===== config.mk =====
export PLATFORM = sky130hd
export DESIGN_NAME = spi_flash_arb
export DESIGN_NICKNAME = d
export VERILOG_FILES = /design/src/rtl/spi_flash_arb.sv
export SDC_FILE = /design/constraint.sdc
export NUM_CORES = 1
export LEC_CHECK = 0
export BUFFER_PORTS_ARGS = -buffer_cell sky130_fd_sc_hd__buf_2
export CORE_MARGIN = 2
export CORE_UTILIZATION = 42
export DETAILED_ROUTE_END_ITERATION = 7
export GPL_TIMING_DRIVEN = 0
export PLACE_DENSITY = 0.8
export SYNTH_ARGS = -nofsm -noshare
export SYNTH_HDL_FRONTEND = slang
export SYNTH_SLANG_ARGS = --single-unit

===== constraint.sdc =====
create_clock -name clk -period 2.3 [get_ports clk]
set_input_delay 0 -clock clk [delete_from_list [all_inputs] [get_ports clk]]
set_output_delay 0 -clock clk [all_outputs]
set_load 0.01 [all_outputs]

===== src/rtl/spi_flash_arb.sv =====
// Two-port arbiter in front of a single SPI flash command/data interface.
// Round-robin grant, command filtering, and one transaction in flight at a time.
module spi_flash_arb #(
    parameter int unsigned FIRST_PORT = 0
) (
    input  logic        clk,
    input  logic        rst_n,

    input  logic [7:0]  i_p0_cmd,
    input  logic        i_p0_cmd_valid,
    output logic        o_p0_cmd_ack,
    output logic        o_p0_err,
    input  logic [23:0] i_p0_addr,
    input  logic [8:0]  i_p0_byte_size,
    output logic        o_p0_data_req,
    input  logic [7:0]  i_p0_data_in,
    output logic [7:0]  o_p0_data_out,
    output logic        o_p0_data_valid,

    input  logic [7:0]  i_p1_cmd,
    input  logic        i_p1_cmd_valid,
    output logic        o_p1_cmd_ack,
    output logic        o_p1_err,
    input  logic [23:0] i_p1_addr,
    input  logic [8:0]  i_p1_byte_size,
    output logic        o_p1_data_req,
    input  logic [7:0]  i_p1_data_in,
    output logic [7:0]  o_p1_data_out,
    output logic        o_p1_data_valid,

    output logic [7:0]  o_flash_cmd,
    output logic        o_flash_cmd_valid,
    input  logic        i_flash_cmd_ack,
    output logic [23:0] o_flash_addr,
    output logic [8:0]  o_flash_byte_size,
    input  logic        i_flash_data_req,
    output logic [7:0]  o_flash_data_in,
    input  logic [7:0]  i_flash_data_out,
    input  logic        i_flash_data_valid,

    output logic [1:0]  o_grant,
    output logic        o_busy
);

    typedef enum logic [1:0] {IDLE, ISSUE, WAIT_ACK, DONE} state_t;

    state_t      state_q, state_d;
    logic [1:0]  grant_q, grant_d;
    logic [7:0]  cmd_q, cmd_d;
    logic [23:0] addr_q, addr_d;
    logic [8:0]  size_q, size_d;
    logic        last_q, last_d;   // 1: port 1 was served last
    logic        err_q, err_d;
    logic        win1;
    logic [7:0]  sel_cmd;

    function automatic logic cmd_ok(input logic [7:0] c);
        return (c == 8'h03) || (c == 8'h02) || (c == 8'hD8) || (c == 8'hC7);
    endfunction

    always_ff @(posedge clk or negedge rst_n) begin
        if (!rst_n) begin
            state_q <= IDLE;
            grant_q <= '0;
            cmd_q   <= '0;
            addr_q  <= '0;
            size_q  <= '0;
            last_q  <= (FIRST_PORT == 0) ? 1'b1 : 1'b0;
            err_q   <= 1'b0;
        end else begin
            state_q <= state_d;
            grant_q <= grant_d;
            cmd_q   <= cmd_d;
            addr_q  <= addr_d;
            size_q  <= size_d;
            last_q  <= last_d;
            err_q   <= err_d;
        end
    end

    always_comb begin
        state_d = state_q;
        grant_d = grant_q;
        cmd_d   = cmd_q;
        addr_d  = addr_q;
        size_d  = size_q;
        last_d  = last_q;
        err_d   = err_q;
        win1    = i_p1_cmd_valid & (~i_p0_cmd_valid | ~last_q);
        sel_cmd = win1 ? i_p1_cmd : i_p0_cmd;
        unique case (state_q)
            IDLE: begin
                if (i_p0_cmd_valid || i_p1_cmd_valid) begin
                    grant_d = win1 ? 2'b10 : 2'b01;
                    if (cmd_ok(sel_cmd)) begin
                        cmd_d   = sel_cmd;
                        addr_d  = win1 ? i_p1_addr : i_p0_addr;
                        size_d  = win1 ? i_p1_byte_size : i_p0_byte_size;
                        err_d   = 1'b0;
                        state_d = ISSUE;
                    end else begin
                        // Rejected codes never reach the flash registers.
                        err_d   = 1'b1;
                        state_d = DONE;
                    end
                end
            end
            ISSUE:    state_d = WAIT_ACK;
            WAIT_ACK: if (i_flash_cmd_ack) state_d = DONE;
            DONE: begin
                state_d = IDLE;
                grant_d = '0;
                last_d  = grant_q[1];
                err_d   = 1'b0;
            end
            default:  state_d = IDLE;
        endcase
    end

    assign o_flash_cmd       = cmd_q;
    assign o_flash_addr      = addr_q;
    assign o_flash_byte_size = size_q;
    assign o_flash_cmd_valid = (state_q == ISSUE);
    assign o_grant           = grant_q;
    assign o_busy            = (state_q != IDLE);

    assign o_p0_cmd_ack    = (state_q == DONE) & grant_q[0];
    assign o_p1_cmd_ack    = (state_q == DONE) & grant_q[1];
    assign o_p0_err        = o_p0_cmd_ack & err_q;
    assign o_p1_err        = o_p1_cmd_ack & err_q;

    assign o_flash_data_in = grant_q[0] ? i_p0_data_in :
                             grant_q[1] ? i_p1_data_in : '0;
    assign o_p0_data_req   = i_flash_data_req & grant_q[0];
    assign o_p1_data_req   = i_flash_data_req & grant_q[1];
    assign o_p0_data_out   = i_flash_data_out;
    assign o_p1_data_out   = i_flash_data_out;
    assign o_p0_data_valid = i_flash_data_valid & grant_q[0];
    assign o_p1_data_valid = i_flash_data_valid & grant_q[1];

endmodule


Word-level counts from Yosys, hierarchy flattened --
Index checks and enable logic that the tools add are counted.
Operators by class: eq/ne operators 9, mux-type cells 15, bitwise operators 12, reductions and logical operators 10
Operators with widths (number):
- 2-to-1 mux 24 bit | 1
- 2-to-1 mux 8 bit | 3
- == test 8 x 2 -> 1 bit (second input constant) | 2
- == test 8 bit (second input constant) | 2
- 2-to-1 mux 2 bit | 5
- AND 1 bit | 9
- 2-to-1 mux 9 bit | 1
- case mux 2 bit (4 select lines) | 1
- == test 2 bit (second input constant) | 2
- logical OR 1 bit | 4
- != test 2 bit (second input constant) | 2
- case mux 2 bit (2 select lines) | 1
- AND reduction 2 bit | 2
- nonzero test 2 bit | 2
- AND reduction 3 bit | 1
- == test 2 x 1 -> 1 bit (second input constant) | 1
- logical NOT 2 bit | 1
- 2-to-1 mux 1 bit | 2
- inverter 1 bit | 2
- case mux 1 bit (2 select lines) | 1
- OR 1 bit | 1
Storage, ports and cells: register bits after elaboration 47, input bits 113, output and inout port bits 77, logic and storage cells 53

Logic depth before layout (Yosys ltp) --
depth after elaboration 11, gate-level depth with buffers 6

Least setup slack after synthesis --
Ideal clock, no wire load.
path kind register to register, start register state_q[0], end register addr_q[0] (netlist: o_flash_addr[0]), data arrival time 1.718 ns, required time 2.175 ns, path slack 0.457 ns, cell stages (with the launch flop) 7, buffers on the path 1, clock period less this slack 1.843 ns, path through dfrtp_1 > inv_1 > ha_1 > o21ai_0 > a221oi_4 > buf_6 > mux2_4
On the way: longest elaborated chain between the ends 2
Ends and longest elaborated chain:
- start, declared | RTL line 47 | state_t state_q, state_d;
- start signal, assigned | RTL line 71 | state_q <= state_d;
- logical NOT 2 bit | RTL line 91 | unique case (state_q)
- AND reduction 3 bit (no line)
- end signal, assigned | RTL line 74 | addr_q <= addr_d;
- end, declared | RTL line 50 | logic [23:0] addr_q, addr_d;
Every way passes these cells. A chain may end at the register's enable or synchronous reset.

Worst setup path after layout --
start register state_q[1], end register addr_q[12] (netlist: o_flash_addr[12])
The elaborated chain is that of the path after synthesis.

==> metrics <==
top_reg_cell synth=dfrtp_1; final-report max-slew violation count=0; largest family of logic cells by synthesized area=multiplexers; DR vias=2411; mux cell area share after synthesis=0.3486; Final Hold Fails=0; Die ar.=7514 um2; Finish-stage setup viols=0; antenna viol nets, final=0; Yosys top cell by area=dfrtp_1; Slew @ Worst Pin=1.035 ns; TritonCTS clock tree=built; dpl hpwl=5.803 mm; Post-synth EDFFs=0; CP Capture Type=flop; arrival time of the worst setup path=2.27 ns; CTS root buf=clkbuf_8; Tot GR Track Use=0.1830; final core utilization=0.5961; area added between synthesis and finish=39.48%; WL/cell=14.74 um; CP max FO=10; Post-Layout Cell Count=491; slew margin rel.=0.3102; Die Width=86.69 um; post-synth cell types=36; Synth Area in Compound Gates=0.07625; RSZ-0062 raised after global routing=no; Period Utilization, post-route=0.9093; Starting DRT DRC Count=64; maximum vdd drop=0.5451 mV; Synth Area in Simple Gates=0.06318; dpl cells=482; Pleak=0.002139 uW; Post-Synth XOR/XNOR Area=0; Routability Congestion=0.8274; Power Dens Cells=1039 nW/um2; grt total ovfl=0; num rows=30; post_cts resized=0; DRC viols=0; I/O pin count=190; post-synth top area share=0.4009; core area=6719 um2; Clock Path Buffers=2; vias in the first global route=2347; WL final=7.236 mm; IO Port Bufs=181; Inserted Diodes=0; first-pass GRT wire length=10.89 mm; Synth Area in Adders=0.02179; Synth top cells by count=46 x dfrtp_1, 36 x mux2_2, 35 x mux2_4; CTS Buf Count=5; syn_nets=339; Cell Area, Synth=2872 um2; total power=4160 uW; count leader, synth=dfrtp_1; FFs w/ async S/R, synth=1.000; Clock Latency Late Sink=0.29 ns; fin nets=528; run status=completed; Initial Utilization=0.4274; Setup TNS Final=0 ns; YS warnings=0; f_max=478.2 MHz; H-tree depth=2; Worst-path clk slew=0.09 ns; syn_area_per_cell=12.99 um2; Startpoint Class=flop; Period minus WS final=2.091 ns; Post-Route Skew=0.003113 ns; Worst Hold Class=primary input to flop; CTS Sinks=47; share of layout cells above drive strength 1=0.7007; Syn Inst Count=221; Yosys reg bits=47; Seq/Total Area, Yosys=0.4100; Area contributors post-synth=dfrtp_1 40%, mux2_4 18%, mux2_2 14%; Setup CP Type=flop to flop; max-cap violations=0; initial antenna violation count=0; vias per cell=4.910; worst path required time=2.48 ns; hold_ws=0.06311 ns; DRT Pass-1 Iters=4; largest net degree at the start of global routing=48; Die Span Y=86.69 um; setup bufs post-CTS=0
flip-flops by register name, summed over array words and instances (netlist names):
register           count
err_q                  1
last_q                 1
o_flash_addr          24
o_flash_byte_size      9
o_flash_cmd            8
o_grant                2
state_q                2
through the flow:
step	setup WS (ns)	cell area [um2]
floorplan	0.4567	2872
finish	0.2087	4005
global placement	0.2507	3877
detailed placement	0.1927	3877
CTS	0.1734	4005
global route	0.04031	4005
cells by family after synthesis:
family / Yosys count
AO/OA/AOI/OAI: 28
adder cells (fa/ha/maj): 5
buffers and inverters: 36
flip-flops: 47
multiplexers: 78
AND/OR/NAND/NOR: 27
routing by layer:
layer  wire length (um)  part of all wire  track usage  vias up
met3                472             0.065      0.03810        2
met5                  0                 0            0        -
li1                   -                 -            -     1161
met4                 24            0.0033      0.03551        0
met2               3915              0.54       0.3510      105
met1               2823              0.39       0.2085     1143
cells in the final DEF (no fill, tap or decap), types with 3 or more instances in the layout:
cell | netlist | final
buf_2 | 4 | 185
dfrtp_1 | 46 | 46
mux2_2 | 36 | 36
mux2_4 | 35 | 35
buf_4 | 16 | 16
inv_1 | 10 | 10
a22o_1 | 8 | 8
mux2i_1 | 7 | 7
and2_1 | 6 | 6
clkbuf_8 | 0 | 6
o21ai_0 | 5 | 5
ha_1 | 5 | 5
nor4b_1 | 4 | 4
buf_6 | 4 | 4
nand2_1 | 3 | 3
and3_1 | 3 | 3
a21oi_1 | 3 | 3
repair_timing:
item | 4_1_cts | 5_1_grt
endpoints found under the setup margin | 0 | 0
hold endpoints to repair | 46 | 0
hold buffers | 1 | 0
final cells by class:
class	count	area, um2
plain buffers	26	192.7
clock inverters	2	35.03
inverters	10	37.54
multi-input cells	138	1464
clock buffers	6	82.58
fillers	575	2714
repair buffers	182	915.9
flip-flops and latches	47	1177
well taps	80	100.1
report_power, final:
group	internal (uW)	switching (uW)	total, uW
clock	352	267	619
sequential	1230	254	1480
combinational	1150	907	2060
worst paths after layout:
kind                                             startpoint                                to  slack, ns  cells past startpoint
worst max-delay path                 state_q[1]$_DFFE_PN0P_      o_flash_addr[12]$_DFFE_PN0P_       0.21                      6
worst max register to register       state_q[1]$_DFFE_PN0P_      o_flash_addr[12]$_DFFE_PN0P_       0.21                      6
max in group asynchronous                             rst_n      o_flash_addr[12]$_DFFE_PN0P_       1.24                      2
min in group asynchronous                             rst_n  o_flash_byte_size[2]$_DFFE_PN0P_       0.43                      2
worst min register to register  o_flash_addr[0]$_DFFE_PN0P_       o_flash_addr[0]$_DFFE_PN0P_       0.51                      1
worst min-delay path                           i_p1_addr[0]       o_flash_addr[0]$_DFFE_PN0P_       0.06                      3
worst max-delay path, cell delays in order, from the launching register on:
cell and delay [ns]:
dfrtp_1 0.41, inv_1 0.13, ha_1 0.25, o21ai_0 0.22, a221oi_4 0.40, buf_6 0.25, mux2_4 0.31
(Power assumes the default switching activity.)
